$ cat src/rtl/imp_moment_unit.sv
// imp_moment_unit
// Streaming first/second moment unit: accumulates frames of 2^LOG2N signed
// samples and returns E[x] and E[x^2] per frame through a one-entry result
// slot, so the next frame can accumulate while a result waits downstream.

module imp_moment_unit #(
  parameter int DATA_W = 8,
  parameter int LOG2N  = 3,
  parameter int ROUND  = 0
) (
  input  logic                  i_clk,
  input  logic                  i_rst,
  input  logic                  i_clr,
  input  logic                  i_valid,
  output logic                  o_ready,
  input  logic [DATA_W-1:0]     i_x,
  output logic                  o_valid,
  input  logic                  i_ready,
  output logic [DATA_W-1:0]     o_ex,
  output logic [2*DATA_W-1:0]   o_ex2
);

  localparam int SUM_W = DATA_W + LOG2N;
  localparam int SQ_W  = 2 * DATA_W + LOG2N;
  localparam int EX2_W = 2 * DATA_W;
  localparam int RND   = (ROUND != 0) ? (1 << (LOG2N - 1)) : 0;
  localparam logic [LOG2N-1:0] CNT_LAST = '1;

  typedef enum logic {
    SLOT_EMPTY,
    SLOT_FULL
  } slot_e;

  slot_e slot_q;
  slot_e slot_d;

  logic signed [SUM_W-1:0]    sum_p0;
  logic        [SQ_W-1:0]     sq_p0;
  logic        [LOG2N-1:0]    cnt_p0;

  logic signed [DATA_W-1:0]   ex_p1;
  logic        [EX2_W-1:0]    ex2_p1;
  logic                       vld_p1;

  logic signed [DATA_W-1:0]   x_s;
  logic signed [2*DATA_W-1:0] x_sq;
  logic signed [SUM_W-1:0]    sum_f;
  logic        [SQ_W-1:0]     sq_f;
  logic                       cnt_at_last;
  logic                       accept;
  logic                       last_acc;
  logic                       pop;

  // Mean: the sum plus the rounding bias cannot overflow SUM_W, so the
  // arithmetic shift result always fits back in DATA_W bits.
  function automatic logic signed [DATA_W-1:0] mean_shift(
    input logic signed [SUM_W-1:0] s
  );
    logic signed [SUM_W-1:0] t;
    t = s + SUM_W'(RND);
    return DATA_W'(t >>> LOG2N);
  endfunction

  // Mean of squares: the largest square is 2^(2*DATA_W-2), so the shifted
  // value fits in 2*DATA_W bits without saturation.
  function automatic logic [EX2_W-1:0] sq_shift(
    input logic [SQ_W-1:0] s
  );
    logic [SQ_W-1:0] t;
    t = s + SQ_W'(RND);
    return EX2_W'(t >> LOG2N);
  endfunction

  assign x_s         = $signed(i_x);
  assign x_sq        = x_s * x_s;
  assign sum_f       = sum_p0 + SUM_W'(x_s);
  assign sq_f        = sq_p0 + SQ_W'($unsigned(x_sq));
  assign cnt_at_last = (cnt_p0 == CNT_LAST);
  assign vld_p1      = (slot_q == SLOT_FULL);

  // The last sample of a frame may only stall while the slot holds a result
  // that is not being popped this cycle; i_ready feeds o_ready directly.
  assign o_ready  = !i_rst && !i_clr && !(cnt_at_last && vld_p1 && !i_ready);
  assign accept   = i_valid && o_ready;
  assign last_acc = accept && cnt_at_last;
  assign pop      = vld_p1 && i_ready;

  assign o_valid = vld_p1;
  assign o_ex    = vld_p1 ? ex_p1  : '0;
  assign o_ex2   = vld_p1 ? ex2_p1 : '0;

  // ---- stage p0: frame accumulation ----
  // Accumulate accepted samples; restart on reset, flush or frame completion.
  always_ff @(posedge i_clk) begin
    if (i_rst || i_clr || last_acc) begin
      sum_p0 <= '0;
      sq_p0  <= '0;
      cnt_p0 <= '0;
    end else if (accept) begin
      sum_p0 <= sum_f;
      sq_p0  <= sq_f;
      cnt_p0 <= cnt_p0 + 1'b1;
    end
  end

  // ---- stage p1: result slot ----
  // Capture the finished frame's moments, including the final sample.
  always_ff @(posedge i_clk) begin
    if (last_acc) begin
      ex_p1  <= mean_shift(sum_f);
      ex2_p1 <= sq_shift(sq_f);
    end
  end

  // Result slot occupancy register.
  always_ff @(posedge i_clk) begin
    if (i_rst) begin
      slot_q <= SLOT_EMPTY;
    end else begin
      slot_q <= slot_d;
    end
  end

  // Slot fills on a last-sample accept (even while popping) and empties on a pop.
  always_comb begin
    slot_d = slot_q;
    if (last_acc) begin
      slot_d = SLOT_FULL;
    end else if (pop) begin
      slot_d = SLOT_EMPTY;
    end
  end

endmodule

$ cat config.mk
export PLATFORM = sky130hd
export DESIGN_NAME = imp_moment_unit
export DESIGN_NICKNAME = d
export VERILOG_FILES = /design/src/rtl/imp_moment_unit.sv
export SDC_FILE = /design/constraint.sdc
export NUM_CORES = 1
export LEC_CHECK = 0
export CORE_MARGIN = 1.5
export CORE_UTILIZATION = 61
export DETAILED_ROUTE_END_ITERATION = 8
export GPL_ROUTABILITY_DRIVEN = 0
export GPL_TIMING_DRIVEN = 0
export PLACE_DENSITY_LB_ADDON = 0.2
export SYNTH_ARGS = -nofsm -noshare
export SYNTH_HDL_FRONTEND = slang
export SYNTH_SLANG_ARGS = --single-unit
$ cat constraint.sdc
create_clock -name i_clk -period 6.95 [get_ports i_clk]
set_input_delay 1.0425 -clock i_clk [delete_from_list [all_inputs] [get_ports i_clk]]
set_output_delay 1.0425 -clock i_clk [all_outputs]
set_load 0.03 [all_outputs]
==> flow_summary.json, run 1 <==
{
  "status": "completed",
  "start_util_pct": 63.22,
  "syn_area_per_cell_sq_um": 9.203,
  "crit_cells": 24,
  "setup_viol": 0,
  "synth_area_sq_um": 5540,
  "wirelength_um": 11940,
  "p_leak_nw": 2.950,
  "regArea_sq_um": 1401,
  "max_cap_violations": 0,
  "synthTopCellsByArea": "fa_1 (16%), ha_1 (13%), edfxtp_1 (13%), dfxtp_1 (12%), xnor2_1 (5.7%)",
  "rr_worst_depth": 8,
  "critPathKind": "in2reg",
  "yosysTopAreaCell": "fa_1",
  "ant_nets": 0,
  "antenna_found_initial": 0,
  "syn_inst": 602,
  "clock_latency_ps": 350,
  "rsz0062_at_grt": "false",
  "multi_input_area_sq_um": 3779,
  "ys_seq_area_share_pct": 25.29,
  "path_delay_family": "adder cells",
  "cp_num_buf_inv": 4,
  "grt_pass1_vias": 4387,
  "die_w_um": 98.30,
  "ys.flop_type": "dfxtp_1",
  "netlist.area_leader.share_pct": 15.90,
  "via_per_inst": 5.756,
  "timing.final.crit_share_pct": 96.69,
  "num_vias": 4415,
  "drc": 0,
  "clk_pin_slew_ps": 70,
  "whs_path_depth": 2,
  "cts_buffers": 9,
  "tritoncts": "built",
  "finalHoldViolCount": 0,
  "r2r-end": "ex2_p1[6]",
  "route.met2.wl_um": 5954,
  "yosys_warnings": 0,
  "synth-seq-cells": 58,
  "fin_worst_skew_ps": 11.88,
  "whs_ps": 459.8,
  "fin_nets": 769,
  "root_buffer": "clkbuf_8",
  "hold_path.class": "reg2reg",
  "async_flop_share_pct": 0,
  "top_layer": "met4",
  "power-per-cell-area_nw_per_um2": 368.5,
  "grt_max_degree": 25,
  "ff2ff_setup_slack_ps": 3730,
  "p_total_mw": 2.347,
  "max_slew_margin_pct": 40.24,
  "die_h_um": 98.30,
  "r2r_start": "cnt_p0[0]",
  "first_iter_violations": 171,
  "critical_path_arrival_ps": 6820,
  "final_util_pct": 72.67,
  "fmax_mhz": 148.8,
  "worstMarginPinSlew_ps": 895.4,
  "cp_cell_sequence": "clkdlybuf4s50_1 -> buf_4 -> and2_1 -> ha_1 -> or2_2 -> fa_1 -> fa_1 -> inv_1 -> fa_1 -> inv_1 -> ha_1 -> o21ai_1 -> nor2_1 -> or4_4 -> a41o_1 -> nor2_1 -> xnor2_1 -> ha_2 -> a21o_1 -> a21o_1 -> a21o_1 -> a41oi_4 -> nor2_1 -> xor2_1",
  "path_max_fanout": 10,
  "layout-drive-gt1-share_pct": 8.346,
  "holdPathEnd": "cnt_p0[2]",
  "ys_types": 59,
  "crit_slowest_cell": "fa_1",
  "crit_path_start_kind": "primary input",
  "grt_pass1_wl_um": 20010,
  "syn_nets": 717,
  "route.met3.wl_um": 711,
  "core_area_sq_um": 8763,
  "synth_enable_flop_cells": 24,
  "grt_use_total_pct": 25.93,
  "first_pass_iters": 5,
  "fillCellCount": 669,
  "hpwlAfterDp_um": 9543,
  "ir_worst_vdd_v": 0.0002245,
  "wl_per_cell_um": 15.57,
  "grt.overflow.total": 0,
  "min-delay-start": "cnt_p0[2]",
  "area_delta_synth_final_pct": 14.95,
  "htree_num_levels": 3,
  "cts.sinks": 58,
  "cts_buffer_depth": 2,
  "cp.required_ps": 7050,
  "rows": 34,
  "die_area_sq_um": 9663,
  "drv_slew": 0,
  "slowest_delay_ps": 520,
  "portBuffers": 38,
  "num_io_pins": 39,
  "fin_crit_ps": 6720,
  "wl_met1_um": 5052,
  "end_kind": "register",
  "diodes": 0
}
## sequential cells by signal, indices dropped and copies added, names as in the netlist
| name | cells |
|---|---|
| ex2_p1 | 16 |
| ex_p1 | 8 |
| o_valid | 1 |
| sum_p0 | 11 |
| cnt_p0 | 3 |
| sq_p0 | 19 |
## power breakdown
| group | internal, mW | switching, mW |
|---|---|---|
| Clock | 0.247 | 0.136 |
| Sequential | 0.410 | 0.00505 |
| Combinational | 0.660 | 0.890 |
| Total | 1.32 | 1.03 |
## Yosys cell counts (10+ instances only)
master    count
xnor2_1      36
inv_1        80
a21oi_1      36
nor3_1       11
and2_1       35
nand3_1      10
dfxtp_1      34
edfxtp_1     24
clkbuf_1     13
nor2_1       36
a21o_1       14
nand2_1      60
fa_1         44
ha_1         58
## worst reg2reg max path, stage by stage (launching register included)
cell and delay [ps]:
dfxtp_1 330, ha_1 200, ha_1 220, a311oi_1 460
and2_1 190, clkbuf_1 310, buf_2 340, nand2_1 120
inv_1 670
## what timing repair did
item                                    in CTS  in global routing
buffers inserted                             0                  3
resized for setup                            7                 27
hold buffers                                 0                  0
pin swaps                                    0                  2
endpoints found under the setup margin       8                 11
endpoints found under the hold margin        0                  0
## how the worst max path moves through the flow
stage                start         end  slack (ps)
finish              i_x[2]  ex2_p1[15]         230
global route        i_x[2]   sq_p0[17]         0.6
CTS                 i_x[7]  ex2_p1[15]          40
detailed placement  i_x[7]  ex2_p1[15]        -720
global placement    i_x[7]  ex2_p1[15]        -630
floorplan           i_x[2]  ex2_p1[15]         480
## final cells by class
class	instances	share of cell area [%]
multi-input cells	446	59.33
flip-flops and latches	58	22.00
repair buffers	41	6.208
inverters	80	4.715
clock buffers	11	2.220
well taps	108	2.122
plain buffers	18	1.807
clock inverters	5	1.591
## kinds of logic after synthesis
kind of cell    synth area share, %
mux                          0.5646
compound gates                14.77
xor+xnor                      7.114
fa+ha+maj                     29.00
flops                         25.29
buf+inv                       7.362
simple gates                  15.90
## per-stage QoR
step	worst slack [ps]	instance area, sq um	cells	TNS, ps
2_1_floorplan	481.8	5540	602	0
4_1_cts	38.70	6305	764	0
3_5_place_dp	-717.6	6056	748	-5642
3_3_place_gp	-629.6	6056	748	-4299
6_report	229.9	6369	767	0
5_1_grt	0.5782	6369	767	0
## routing by layer
| layer | up-vias | track usage [%] |
|---|---|---|
| met4 | 0 | 8.126 |
| met1 | 2121 | 32.37 |
| met5 | - | 0 |
| met3 | 21 | 3.436 |
| li1 | 2131 | - |
| met2 | 142 | 46.52 |
## cell usage in the layout, fill, tap and decap left out, types with 5 or more instances in the layout
cell | synthesis | final
a211oi_1 | 6 | 5
a21o_1 | 14 | 14
a21oi_1 | 36 | 34
a31o_2 | 5 | 5
and2_1 | 35 | 35
and3_1 | 9 | 8
buf_4 | 0 | 5
clkbuf_1 | 13 | 12
clkbuf_8 | 3 | 13
clkdlybuf4s50_1 | 0 | 32
dfxtp_1 | 34 | 34
edfxtp_1 | 24 | 24
fa_1 | 44 | 43
ha_1 | 58 | 56
inv_1 | 80 | 79
nand2_1 | 60 | 60
nand3_1 | 10 | 10
nor2_1 | 36 | 36
nor3_1 | 11 | 11
o21a_1 | 7 | 7
o21ai_0 | 9 | 7
or3_1 | 5 | 5
xnor2_1 | 36 | 36
xor2_1 | 9 | 9
No activity file was read; power rests on OpenSTA's default activity.
==> inputs of run 2 (changes only) <==
CORE_MARGIN = not set   (was 1.5)
==> flow_summary.json, run 2 (synthesized netlist as in run 1, its figures left out) <==
{
  "cts_buffer_depth": 2,
  "crit_slowest_cell": "fa_1",
  "whs_path_depth": 2,
  "first_pass_iters": 5,
  "antenna_found_initial": 0,
  "path_max_fanout": 8,
  "place_area_sq_um": 6056,
  "rr_worst_depth": 8,
  "layout_commonest_cell": "inv_1",
  "htree_num_levels": 3,
  "setup_ws_ps": 405.6,
  "wl_per_cell_um": 15.55,
  "cp_cell_sequence": "clkbuf_2 -> inv_1 -> nor2_1 -> inv_1 -> fa_1 -> inv_1 -> fa_1 -> fa_1 -> inv_1 -> fa_1 -> inv_1 -> ha_1 -> or4_4 -> a41o_1 -> nor2_1 -> xnor2_1 -> ha_2 -> a21o_1 -> a21o_1 -> a21o_1 -> a41oi_4 -> nor2_1 -> xor2_1",
  "setup_viol": 0,
  "rsz0062_at_grt": "false",
  "cts_buffers": 9,
  "grt_use_total_pct": 26.88,
  "timing.final.crit_share_pct": 94.16,
  "layout_common_cells": "inv_1 (79), nand2_1 (59), ha_1 (57)",
  "finalHoldViolCount": 0,
  "cpMostUsedCell": "inv_1",
  "cp_num_buf_inv": 6,
  "reg_top3": "sq_p0: 19 flops, ex2_p1: 16 flops, sum_p0: 11 flops",
  "fin_nets": 767,
  "ant_nets": 0,
  "holdPathEnd": "cnt_p0[2]",
  "fin_crit_ps": 6544,
  "first_iter_violations": 282,
  "ir_worst_vdd_v": 0.0001824,
  "status": "completed",
  "cts_hold_buffers": 0,
  "largest_reg_flops": 19,
  "worstMarginPinSlew_ps": 921.3,
  "crit_cells": 23,
  "grt_max_degree": 25,
  "grt_pass1_vias": 4491,
  "critical_path_arrival_ps": 6630,
  "drv_slew": 0,
  "clock_latency_ps": 340,
  "max_cap_violations": 0,
  "portBuffers": 38,
  "num_io_pins": 39,
  "power-per-cell-area_nw_per_um2": 350.6,
  "via_per_inst": 5.784,
  "die_area_sq_um": 9467,
  "root_buffer": "clkbuf_8",
  "r2r-end": "ex_p1[1]",
  "dp.cells": 748,
  "regMostFlops": "sq_p0",
  "layout-drive-gt1-share_pct": 7.610,
  "cts.sinks": 58,
  "grt_pass1_wl_um": 20400,
  "area_delta_synth_final_pct": 13.78,
  "finalSetupTns_ps": 0,
  "fin_worst_skew_ps": 7.618,
  "clk_pin_slew_ps": 60,
  "end_kind": "register",
  "die_h_um": 97.30,
  "tritoncts": "built",
  "grt.overflow.total": 0,
  "cp.required_ps": 7040,
  "start_util_pct": 63.22,
  "diodes": 0,
  "hold_path.class": "reg2reg",
  "regArea_sq_um": 1401,
  "drc": 0,
  "multi_input_area_sq_um": 3765,
  "p_total_mw": 2.210,
  "min-delay-start": "cnt_p0[2]",
  "r2r_start": "cnt_p0[0]",
  "ff2ff_setup_slack_ps": 3770,
  "slowest_delay_ps": 560,
  "stdcell_count": 765,
  "fillCellCount": 668,
  "num_vias": 4425,
  "die_w_um": 97.30,
  "fmax_mhz": 152.8,
  "hpwlAfterDp_um": 9462,
  "wirelength_um": 11900,
  "crit_path_start_kind": "primary input",
  "max_slew_margin_pct": 38.51,
  "stdcell_area_sq_um": 6304,
  "dp_slack_ps": -747.6,
  "core_area_sq_um": 8763,
  "critPathKind": "in2reg",
  "p_leak_nw": 2.941,
  "rows": 34,
  "path_delay_family": "adder cells"
}
run 2: per-layer routing:
layer  GRT usage [%]  up-vias  part of all wire, %
li1                -     2137                    -
met1           34.18     2135                   42
met2           47.18      137                   51
met3           3.237       16                  5.3
met4           9.615        0                  1.3
met5               0        -                    0
run 2: where the power goes:
| part | leakage [nW] | switching (mW) | internal (mW) | total, mW |
|---|---|---|---|---|
| Combinational | 2.35 | 0.876 | 0.616 | 1.49 |
| Sequential | 0.493 | 0.00517 | 0.410 | 0.415 |
| Clock | 0.0995 | 0.131 | 0.172 | 0.303 |
| Total | 2.94 | 1.01 | 1.20 | 2.21 |
run 2: worst register-to-register path, cell delays in order, from the launching register on:
cell	delay [ps]
dfxtp_1	330
ha_1	200
ha_1	220
a311oi_1	430
and2_1	190
clkbuf_1	300
buf_2	340
nand2_1	110
inv_1	680
run 2: layout make-up:
type                       count  area share, %
sequential                    58          22.23
tap                          108          2.144
timing repair buffer          39          6.114
multi-input combinational    446          59.73
inverter                      80          4.764
clock buffer                  10          2.183
buffer                        18          1.945
clock inverter                 6         0.8932
run 2: worst max-delay path by stage:
| stage | from | endpoint | slack, ps |
|---|---|---|---|
| finish | i_x[3] | ex2_p1[15] | 410 |
| CTS | i_x[2] | ex2_p1[15] | 30 |
| global route | i_x[7] | sq_p0[17] | 80 |
| detailed placement | i_x[6] | ex2_p1[15] | -750 |
| global placement | i_x[7] | ex2_p1[15] | -630 |
| floorplan | i_x[2] | ex2_p1[15] | 480 |
run 2: timing repair:
action / 4_1_cts / 5_1_grt
setup endpoints to repair: 9 / 10
buffers inserted: 0 / 1
cloned: 0 / 0
gates resized for setup: 6 / 27
pin swaps: 0 / 2
run 2: through the flow:
stage	utilization, %	hold slack [ps]
after detailed placement	69.10	451.9
after CTS	71.39	460.4
after floorplan	-	435.6
after global routing	71.93	485.9
after global placement	69.10	445.6
final	71.93	462.7
==> inputs of run 3 (changes only) <==
CAP_MARGIN = 5   (was not set)
CTS_CLUSTER_DIAMETER = 100   (was not set)
GPL_ROUTABILITY_DRIVEN = not set   (was 0)
==> flow_summary.json, run 3 (synthesized netlist as in run 1, its figures left out) <==
{
  "min-delay-start": "sq_p0[3]",
  "stdcell_area_sq_um": 6332,
  "slowest_delay_ps": 530,
  "max_cap_violations": 0,
  "layout_commonest_cell": "inv_1",
  "regMostFlops": "sq_p0",
  "hpwlAfterDp_um": 9924,
  "num_io_pins": 39,
  "wl_per_cell_um": 16.11,
  "wirelength_um": 12360,
  "grt_pass1_wl_um": 20560,
  "num_vias": 4418,
  "ant_nets": 0,
  "dp.cells": 748,
  "fin_nets": 769,
  "cts.sinks": 58,
  "stdcell_count": 767,
  "worstMarginPinSlew_ps": 880.5,
  "gp_congestion": 0.9306,
  "cts_buffer_depth": 2,
  "final_util_pct": 72.26,
  "ff2ff_setup_slack_ps": 3880,
  "portBuffers": 38,
  "fin_worst_skew_ps": 10.55,
  "core_area_sq_um": 8763,
  "grt_max_degree": 25,
  "critPathKind": "in2reg",
  "layout_common_cells": "inv_1 (80), nand2_1 (60), ha_1 (55)",
  "cp.required_ps": 7040,
  "timing.final.crit_share_pct": 97.43,
  "clk_pin_slew_ps": 70,
  "path_delay_family": "adder cells",
  "path_max_fanout": 10,
  "drv_slew": 0,
  "place_area_sq_um": 6056,
  "die_w_um": 97.30,
  "fillCellCount": 704,
  "crit_slowest_cell": "fa_1",
  "holdPathEnd": "sq_p0[3]",
  "antenna_found_initial": 0,
  "layout-drive-gt1-share_pct": 8.042,
  "rows": 34,
  "dp_slack_ps": -740.2,
  "tritoncts": "built",
  "diodes": 0,
  "cp_cell_sequence": "clkdlybuf4s50_1 -> buf_4 -> and2_1 -> ha_1 -> or2_2 -> fa_1 -> fa_1 -> inv_1 -> fa_1 -> inv_1 -> ha_1 -> o21ai_0 -> nor2_1 -> or4_4 -> a41o_1 -> nor2_2 -> xnor2_1 -> ha_2 -> a21o_1 -> a21o_1 -> a21o_1 -> a41oi_4 -> nor2_1 -> xor2_1",
  "p_leak_nw": 2.945,
  "end_kind": "register",
  "finalHoldViolCount": 0,
  "ir_worst_vdd_v": 0.0001840,
  "reg_top3": "sq_p0: 19 flops, ex2_p1: 16 flops, sum_p0: 11 flops",
  "cts_buffers": 9,
  "hold_path.class": "reg2reg",
  "grt_use_total_pct": 27.12,
  "clock_latency_ps": 340,
  "r2r-end": "ex2_p1[2]",
  "first_pass_iters": 7,
  "r2r_start": "cnt_p0[0]",
  "setup_ws_ps": 178.4,
  "grt.overflow.total": 0,
  "critical_path_arrival_ps": 6860,
  "cp_num_buf_inv": 4,
  "htree_num_levels": 3,
  "status": "completed",
  "drc": 0,
  "via_per_inst": 5.760,
  "die_area_sq_um": 9467,
  "setup_viol": 0,
  "fmax_mhz": 147.7,
  "max_slew_margin_pct": 41.23,
  "crit_path_start_kind": "primary input",
  "die_h_um": 97.30,
  "power-per-cell-area_nw_per_um2": 361.4,
  "start_util_pct": 63.22,
  "root_buffer": "clkbuf_8",
  "largest_reg_flops": 19,
  "first_iter_violations": 270,
  "rr_worst_depth": 8,
  "whs_path_depth": 2,
  "fin_crit_ps": 6772,
  "area_delta_synth_final_pct": 14.30,
  "grt_pass1_vias": 4400
}
==> run 3: cell types whose count changed in the layout (fill, tap and decap cells not counted), sizes merged <==
cell	change
clkdlybuf4s50	+1
clkinv	-1
dlymetal6s2s	-1
buf	+3
clkbuf	-1
bufinv	+1
==> run 3: layer usage <==
metal	vias up	track usage [%]	part of all wire (%)
li1	2140	-	-
met1	2130	35.15	43
met2	133	47.67	50
met5	-	0	0
met3	15	3.022	4.3
met4	0	8.484	1.8
==> run 3: timing repair <==
item	4_1_cts	5_1_grt
pin swaps	0	4
gates resized for setup	6	25
hold buffers	0	0
buffers inserted	0	4
endpoints found under the setup margin	8	14
==> run 3: cell type report <==
class                           count  area (sq um)  share of cell area [%]
Multi-Input combinational cell    446          3770                   59.53
Clock inverter                      6         81.33                   1.284
Sequential cell                    58          1401                   22.13
Timing Repair Buffer               42         405.4                   6.402
Inverter                           80         300.3                   4.742
Clock buffer                       10         127.6                   2.015
Tap cell                          108         135.1                   2.134
Buffer                             17         111.4                   1.759
==> run 3: worst max path at each step <==
| stage | from | endpoint | slack (ps) | cells after the start |
|---|---|---|---|---|
| after floorplan | i_x[2] | ex2_p1[15] | 480 | 21 |
| final | i_x[2] | ex2_p1[15] | 180 | 24 |
| after global placement | i_x[7] | ex2_p1[15] | -640 | 22 |
| after global routing | i_x[2] | ex2_p1[15] | -20 | 24 |
| after detailed placement | i_x[7] | ex2_p1[15] | -740 | 24 |
| after CTS | i_x[7] | ex2_p1[15] | 20 | 24 |
==> run 3: worst register-to-register path: stages (launching register included) <==
cell and delay (ps):
dfxtp_1 330, ha_1 200, ha_1 210, a311oi_1 370, and2_1 180, clkbuf_1 320
buf_2 330, nand2_1 110, inv_1 650
==> run 3: power by group <==
group / internal [mW] / switching, mW / total (mW)
Combinational: 0.649 / 0.892 / 1.54
Sequential: 0.410 / 0.00529 / 0.415
Clock: 0.199 / 0.133 / 0.333
==> run 3: through the flow <==
stage | setup TNS, ps | power, mW | hold slack, ps
floorplan | 0 | 1.551 | 435.6
global route | -57.25 | 2.481 | 484.7
CTS | 0 | 2.201 | 465.5
finish | 0 | 2.289 | 466.6
global placement | -4381 | 1.791 | 445.1
detailed placement | -5507 | 1.853 | 456.9
